**config.mk**
```make
export PLATFORM = sky130hd
export DESIGN_NAME = fifo_write_arbiter_flat
export DESIGN_NICKNAME = d
export VERILOG_FILES = /design/src/rtl/fifo_ctrl_pkg.sv /design/src/rtl/fifo_write_arbiter_if.sv /design/src/rtl/fifo_write_arbiter_rr.sv /design/src/rtl/fifo_write_arbiter.sv /design/src/flat_wrapper.sv
export SDC_FILE = /design/constraint.sdc
export NUM_CORES = 1
export LEC_CHECK = 0
export ABC_AREA = 1
export BUFFER_PORTS_ARGS = -buffer_cell sky130_fd_sc_hd__buf_2
export CORE_ASPECT_RATIO = 0.7
export CORE_MARGIN = 2
export CORE_UTILIZATION = 49
export DETAILED_ROUTE_END_ITERATION = 10
export PLACE_DENSITY = 0.89
export SKIP_LAST_GASP = 1
export SYNTH_ARGS = -nofsm -noshare
export SYNTH_HDL_FRONTEND = slang
export SYNTH_SLANG_ARGS = --single-unit
```
**constraint.sdc**
```tcl
create_clock -name clock -period 3.1 [get_ports clock]
set_input_delay 0 -clock clock [delete_from_list [all_inputs] [get_ports clock]]
set_output_delay 0 -clock clock [all_outputs]
set_load 0.01 [all_outputs]
```
**src/rtl/fifo_ctrl_pkg.sv**
```systemverilog
// fifo_ctrl_pkg: shared FSM encoding and index-width helper for FIFO-side schedulers.
package fifo_ctrl_pkg;
    typedef enum logic {ST_ARB = 1'b0, ST_WRITE = 1'b1} state_t;

    function automatic int idx_width(input int n);
        return (n > 1) ? $clog2(n) : 1;
    endfunction
endpackage

```
**src/rtl/fifo_write_arbiter_if.sv**
```systemverilog
// fifo_write_arbiter_if: producer request bus plus FIFO write port seen by the arbiter.
interface fifo_write_arbiter_if import fifo_ctrl_pkg::*; #(
    parameter int NUM_REQ    = 4,
    parameter int DATA_WIDTH = 8
);
    localparam int IW = idx_width(NUM_REQ);
    logic [NUM_REQ-1:0]            req;
    logic [NUM_REQ*DATA_WIDTH-1:0] req_data;
    logic [NUM_REQ-1:0]            ack;
    logic                          fifo_full;
    logic                          fifo_write_en;
    logic [DATA_WIDTH-1:0]         fifo_data_in;
    logic [IW-1:0]                 grant_id;
    logic                          busy;
    logic                          stall;

    modport master (
        output req, req_data, fifo_full,
        input  ack, fifo_write_en, fifo_data_in, grant_id, busy, stall
    );

    modport slave (
        input  req, req_data, fifo_full,
        output ack, fifo_write_en, fifo_data_in, grant_id, busy, stall
    );
endinterface

```
**src/rtl/fifo_write_arbiter_rr.sv**
```systemverilog
// rr_arbiter: combinational round-robin pick, searching from last+1 and wrapping.
module rr_arbiter import fifo_ctrl_pkg::*; #(
    parameter int NUM_REQ = 4,
    parameter int IW      = idx_width(NUM_REQ)
) (
    input  logic [NUM_REQ-1:0] req,
    input  logic [IW-1:0]      last,
    output logic [NUM_REQ-1:0] grant,
    output logic [IW-1:0]      idx
);
    // Walk the ring backwards so the closest requester after last is assigned last and wins.
    always_comb begin
        grant = '0;
        idx   = last;
        for (int k = NUM_REQ; k >= 1; k--) begin
            if (req[(int'(last) + k) % NUM_REQ]) begin
                grant = NUM_REQ'(1) << ((int'(last) + k) % NUM_REQ);
                idx   = IW'((int'(last) + k) % NUM_REQ);
            end
        end
    end
endmodule

```
**src/rtl/fifo_write_arbiter.sv**
```systemverilog
// fifo_write_arbiter: round-robin sharing of one edge-triggered FIFO write port,
// one registered write pulse per grant followed by a forced idle cycle.
module fifo_write_arbiter import fifo_ctrl_pkg::*; #(
    parameter int NUM_REQ    = 4,
    parameter int DATA_WIDTH = 8
) (
    input logic                clock,
    input logic                reset_n,
    fifo_write_arbiter_if.slave bus
);
    localparam int IW = idx_width(NUM_REQ);

    state_t                  state, state_next;
    logic                    go;
    logic [NUM_REQ-1:0]      grant, ack_q;
    logic [IW-1:0]           win, grant_id_q;
    logic [DATA_WIDTH-1:0]   data_q;

    rr_arbiter #(.NUM_REQ(NUM_REQ), .IW(IW)) u_rr (
        .req   (bus.req),
        .last  (grant_id_q),
        .grant (grant),
        .idx   (win)
    );

    always_comb begin
        go         = (state == ST_ARB) && |bus.req && !bus.fifo_full;
        state_next = go ? ST_WRITE : ST_ARB;
    end

    always_ff @(posedge clock or negedge reset_n) begin
        if (!reset_n) begin
            state      <= ST_ARB;
            ack_q      <= '0;
            data_q     <= '0;
            grant_id_q <= IW'(NUM_REQ - 1);
        end else begin
            state <= state_next;
            ack_q <= go ? grant : '0;
            if (go) begin
                data_q     <= bus.req_data[win*DATA_WIDTH +: DATA_WIDTH];
                grant_id_q <= win;
            end
        end
    end

    // The write pulse is exactly the WRITE state, so it is a flop output with no extra logic.
    assign bus.fifo_write_en = (state == ST_WRITE);
    assign bus.busy          = (state == ST_WRITE);
    assign bus.ack           = ack_q;
    assign bus.fifo_data_in  = data_q;
    assign bus.grant_id      = grant_id_q;
    assign bus.stall         = (state == ST_ARB) && |bus.req && bus.fifo_full;
endmodule

```
**src/flat_wrapper.sv**
```systemverilog
// flat-port wrapper written by rule: the top's interface ports become plain ports
module fifo_write_arbiter_flat import fifo_ctrl_pkg::*;
#(
    parameter int NUM_REQ    = 4,
    parameter int DATA_WIDTH = 8
)
  (clock, reset_n, bus_req, bus_req_data, bus_fifo_full, bus_ack, bus_fifo_write_en, bus_fifo_data_in, bus_grant_id, bus_busy, bus_stall);
  fifo_write_arbiter_if #(.NUM_REQ(NUM_REQ), .DATA_WIDTH(DATA_WIDTH)) bus_i ();
  input logic clock;
  input logic reset_n;
  input wire logic [$bits(bus_i.req)-1:0] bus_req;
  input wire logic [$bits(bus_i.req_data)-1:0] bus_req_data;
  input wire logic [$bits(bus_i.fifo_full)-1:0] bus_fifo_full;
  output wire logic [$bits(bus_i.ack)-1:0] bus_ack;
  output wire logic [$bits(bus_i.fifo_write_en)-1:0] bus_fifo_write_en;
  output wire logic [$bits(bus_i.fifo_data_in)-1:0] bus_fifo_data_in;
  output wire logic [$bits(bus_i.grant_id)-1:0] bus_grant_id;
  output wire logic [$bits(bus_i.busy)-1:0] bus_busy;
  output wire logic [$bits(bus_i.stall)-1:0] bus_stall;
  assign bus_i.req = bus_req;
  assign bus_i.req_data = bus_req_data;
  assign bus_i.fifo_full = bus_fifo_full;
  assign bus_ack = bus_i.ack;
  assign bus_fifo_write_en = bus_i.fifo_write_en;
  assign bus_fifo_data_in = bus_i.fifo_data_in;
  assign bus_grant_id = bus_i.grant_id;
  assign bus_busy = bus_i.busy;
  assign bus_stall = bus_i.stall;
  fifo_write_arbiter #(.NUM_REQ(NUM_REQ), .DATA_WIDTH(DATA_WIDTH)) u_core (.clock(clock), .reset_n(reset_n), .bus(bus_i));
endmodule
```
; ---- Word-level counts from Yosys, hierarchy flattened
; Cells that the tools add are included.
[op_classes]
n_addsub = 4
n_lt_le_gt_ge = 4
n_shift = 5
mux = 22
bitwise = 5
n_reduce_logical = 9
[op_table]
columns = op, count
row1 = $shl 1x32->4 const A, 4
row2 = $shiftx 32x6->8, 1
row3 = $mux 4, 5
row4 = $lt 3x4->1 const B, 4
row5 = $mux 1, 9
row6 = $bmux 1 s2, 4
row7 = $mux 2, 4
row8 = $reduce_or 2->1, 4
row9 = $add 2x1->2 const B, 2
row10 = $add 2x2->2 const B, 2
row11 = $and 1x1->1 const A, 4
row12 = $reduce_or 4->1, 1
row13 = $logic_and 1x1->1, 3
row14 = $logic_not 1->1, 1
row15 = $not 1->1, 1
[word_totals]
register_bits = 15
inputBits = 39
out_inout_bits = 17
word_cells = 53

; ---- Depth between registers and ports, before layout
[logic_depth]
ltp_word = 11
mapped_depth = 16
depth_no_buf = 14

; ---- Modules after synthesis
; A second synthesis with hierarchy kept.
[hier_totals]
hier_cells = 243
area_unflattened_um2 = 1498.9
[modules_own_cells]
columns = mod, n_inst, cells_each, area_per_inst_um2, seq_area_each_um2
row1 = fifo_write_arbiter, 1, 156, 1042.2, 377.9
row2 = rr_arbiter, 1, 87, 456.7, 0.0

; ---- Least setup slack after synthesis
; OpenSTA, ideal clock, no wires.
[synth_path]
path_kind = register to register
from = register u_core.grant_id_q[0], in the netlist u_core.bus.grant_id[0]
to = register u_core.data_q[0], in the netlist u_core.bus.fifo_data_in[0]
setup_time_ns = 0.116
arrival_ns = 2.153
required_time_ns = 2.984
setup_slack_ns = 0.830
path_stages_with_launch = 17
n_path_buf = 2
synth_period_minus_slack_ns = 2.270
cell_sequence = dfstp_2 buf_6 inv_8 ha_1 inv_1 nand3_1 nand2_2 inv_1 nand2_4 nand3_4 nand2_4 buf_12 nand2_2 nand3_1 nand2_1 nand2_1 nand2_1
[synth_between]
elab_chain_cells = 9
word_cells_on_any_way = 21
cone_classes = add/sub (4) / shift (1) / mux (16)
[synth_lines]
columns = element, line_no
row1 = start: declaration, fifo_write_arbiter.sv:16  ; logic [IW-1:0] win, grant_id_q;
row2 = start signal: assignment, fifo_write_arbiter.sv:36  ; grant_id_q <= IW'(NUM_REQ - 1);
row3 = start signal: assignment, fifo_write_arbiter.sv:42  ; grant_id_q <= win;
row4 = $add 2x1->2, "fifo_write_arbiter_rr.sv:16, fifo_write_arbiter_rr.sv:18"
row5 = $bmux 1 s2, fifo_write_arbiter_rr.sv:16  ; if (req[(int'(last) + k) % NUM_REQ]) begin
row6 = $mux 1 (not written as such) (2 in series), fifo_write_arbiter_rr.sv:16
row7 = $mux 2 (3 in series), fifo_write_arbiter_rr.sv:16
row8 = $mux 2 *, fifo_write_arbiter_rr.sv:16
row9 = $shiftx 32x6->8 *, fifo_write_arbiter.sv:41  ; data_q <= bus.req_data[win*DATA_WIDTH +: DATA_WIDTH];
row10 = end signal: assignment, fifo_write_arbiter.sv:41
row11 = end: declaration, fifo_write_arbiter.sv:17  ; logic [DATA_WIDTH-1:0] data_q;
; Every way passes the cells marked *; elsewhere a longest branch is shown, timed or not. The select of a mux whose other input is x is not followed.
; A chain may end at the register's enable or synchronous reset.

; ---- Worst setup path after layout
[layout_path]
from = register u_core.grant_id_q[0], in the netlist u_core.bus.grant_id[0]
to = register u_core.data_q[4], in the netlist u_core.bus.fifo_data_in[4]
; Same word-level chain as after synthesis.

==> metrics <==
RSZ-0062 raised after global routing=no; height of the die=between 40 and 50 µm; peak supply drop=516.1 µV; critical path's largest stage delay=700 ps; final setup vio count=0; DRT Pass-1 Iters=4; Worst Path Arrival=between 2000 and 3000 ps; Slew Viols, Final=0; Syn Inst Count=214; Max stage delay cell, worst path=dfstp_2; worst-path fanout max=17; starting density of the core=0.5147; crit path capture=u_core.bus.fifo_data_in[4]$_DFFE_PN0P_; register area share after synthesis=0.2619; Req. time, crit path=3250 ps; Ys Warns=0; Post-Route Setup TNS=0 ps; CP startpoint kind=register; Synth Register Bits=15; total die area=3401 µm²; fraction of layout cells with a size suffix above 1=0.3420; top-area cell type share of the netlist area=0.2255; Reg-to-Reg End=u_core.bus.fifo_data_in[4]$_DFFE_PN0P_; WS Path Type=reg2reg; Total GRT Usage=0.2220; gr ovfl total=0; wire length per cell=11.34 µm; CTS sink cnt=15; Mean Syn Cell Area=between 6 and 7 µm²; max-cap violation count=0; Yosys cell types=26; antenna diode count=0; non-filler cells, final=305; critical path capture point type=register; # nets final=314; P_leak=1.095 nW; Placed Cells=299; Num CTS Buffers=3; status=finished, final reports clean; largest net degree at the start of global routing=18; relative slew slack=0.6938; DRC violation count after routing=0; port bufs=55; Syn-to-layout area delta=22.72%; DIE WIDTH=68.86 µm; crit path time final=2608 ps; Hold WC Path Type=in2reg; worst path bufs/invs=3; Max Freq=383.4 MHz; initial DRC count=between 100 and 150; flop2flop setup slack=490 ps; Clock Pin Slew Worst Setup and Hold Paths=about 60 ps; Worst-Margin Slew=approximately 460 ps; Power Density=1233 nW/µm²; Core Area=about 2800 µm²; Via Count=approximately 1500; Setup crit start=u_core.bus.grant_id[0]$_DFFE_PN1P_; Syn Nets=around 260; Vias/cell=roughly 4.9; Rows=16; crit share post-route=0.8413; CTS tree=yes; main area contributors after synthesis=dfrtp_1 23%, nand2_1 14%, nand3_1 13%; DRT Wirelength=roughly 3500 µm; post_cts resized=0; wire length on met2=1391 µm; Post-DP HPWL=2713 µm; remaining antenna violation count after routing=0; crit-path most repeated cell=nand2_1; cell chain of the critical path=inv_8, ha_1, inv_1, nand3_1, nand2_2, inv_1, nand2_4, nand3_4, nand2_4, nand2_1, nand3_1, nand2_1, nand2_1, nand2_1; first-pass GRT wire length=5906 µm; RD Place Congestion=roughly 0.87; Fin Clk Skew=3.295 ps; final hold viol count=0; Post-Syn Area=~1400 µm²; vias in the first global route=roughly 1300; Clk Latency, worst-skew pair=250 ps; FF-to-FF path depth=14; I/O Pins=between 50 and 60; met3 routed wirelength=between 300 and 400 µm; CP Depth=14; root buf cell=clkbuf_8; reg2reg start=u_core.bus.grant_id[0]$_DFFE_PN1P_; Highest Signal Layer=met4; worst hold start=bus_req_data[21]; WL met1=1722 µm; initial antenna violation count=0; clock tree buffer depth=2; leading area contributor after synthesis=dfrtp_1; critical path's top delay family=simple AND/OR/NAND/NOR gates; H-tree depth=1; number of setup buffers added after CTS=0
==> cells in the mapped netlist (all sizes together) <==
cell	n
nand2	75
inv	47
nand3	40
dfrtp	13
a21oi	10
nor2	7
buf	6
ha	5
o221ai	4
dfstp	2
o21ai	2
nand3b	1
nor3	1
o21a	1
==> metrics by stage <==
step | setup WS [ps] | utilization | instance area (µm²) | total power (W) | hold slack, ps
3_5_place_dp | 525.0 | 0.6080 | 1704 | 0.001992 | -74.05
6_report | 491.9 | 0.6317 | 1770 | 0.002182 | 87.06
2_1_floorplan | 830.4 | - | 1443 | 0.001748 | -295.6
5_1_grt | 275.7 | 0.6317 | 1770 | 0.002430 | 105.0
3_3_place_gp | 595.0 | 0.6080 | 1704 | 0.001970 | -83.49
4_1_cts | 503.6 | 0.6317 | 1770 | 0.002169 | 80.60
==> where the power goes <==
group	switching [W]	internal, W	total [W]	leakage [nW]
registers	0.0000734	0.000298	0.000371	0.187
logic	0.00108	0.000566	0.00165	0.882
clock network	0.0000742	0.0000892	0.000163	0.0255
total	0.00123	0.000953	0.00218	1.09
==> sequential cells by signal, summed over array words and instances, names as in the netlist <==
name / flops
u_core.bus.busy: 1
u_core.bus.grant_id: 2
u_core.bus.ack: 4
u_core.bus.fifo_data_in: 8
==> area by class of cell <==
| type | instances | area (µm²) |
|---|---|---|
| clock inverter | 1 | 5.005 |
| sequential | 15 | 377.9 |
| fill | 274 | 1032 |
| tap | 36 | 45.04 |
| timing repair buffer | 57 | 295.3 |
| inverter | 47 | 186.4 |
| clock buffer | 3 | 41.29 |
| multi-input combinational | 146 | 819.5 |
==> per-layer routing <==
metal	track usage	vias to the layer above
met2	0.3061	71
met5	0	-
met1	0.3556	649
met4	0.02941	0
li1	-	773
met3	0.04850	2
==> logic make-up after synthesis <==
family | after synthesis | share of synthesized area
simple gates | 124 | 0.4510
buf+inv | 53 | 0.1700
compound gates | 17 | 0.07372
flops | 15 | 0.2619
fa+ha+maj | 5 | 0.04337
==> what timing repair did <==
item / 4_1_cts / 5_1_grt
hold endpoints to repair: 16 / 0
hold buffers: 2 / 0
setup endpoints to repair: 0 / 0
==> worst min-delay path, cell delays in order <==
cell,delay (ps)
buf_2,90
nand2_2,40
nand2_1,50
nand3_1,60
nand3_1,60
==> how the worst min path moves through the flow <==
| stage | slack, ps | cells after the start | endpoint |
|---|---|---|---|
| 2_1_floorplan | -300 | 0 | u_core.bus.ack[0]$_DFF_PN0_ |
| 3_3_place_gp | -80 | 1 | u_core.bus.ack[1]$_DFF_PN0_ |
| 3_5_place_dp | -70 | 1 | u_core.bus.ack[2]$_DFF_PN0_ |
| 4_1_cts | 80 | 5 | u_core.bus.fifo_data_in[5]$_DFFE_PN0P_ |
| 5_1_grt | 110 | 5 | u_core.bus.fifo_data_in[5]$_DFFE_PN0P_ |
| 6_report | 90 | 5 | u_core.bus.fifo_data_in[5]$_DFFE_PN0P_ |
==> placed cells by master, fill, tap and decap left out <==
cell           instances
nor2_1                 6
nand3_4                2
o21ai_2                1
nand3_2                1
a21oi_1               10
inv_8                  1
dfrtp_1               13
o21ai_0                1
inv_2                  1
nor3_1                 1
ha_1                   5
nor2_2                 1
nand3_1               37
clkbuf_8               3
inv_1                 44
nand2_1               52
clkinv_2               1
nand2_2               15
dfstp_2                2
dlygate4sd3_1          2
inv_4                  1
o21a_1                 1
o221ai_1               4
buf_2                 55
nand2_4                8
nand3b_1               1
Note: power is estimated with default switching activity, not from simulation.
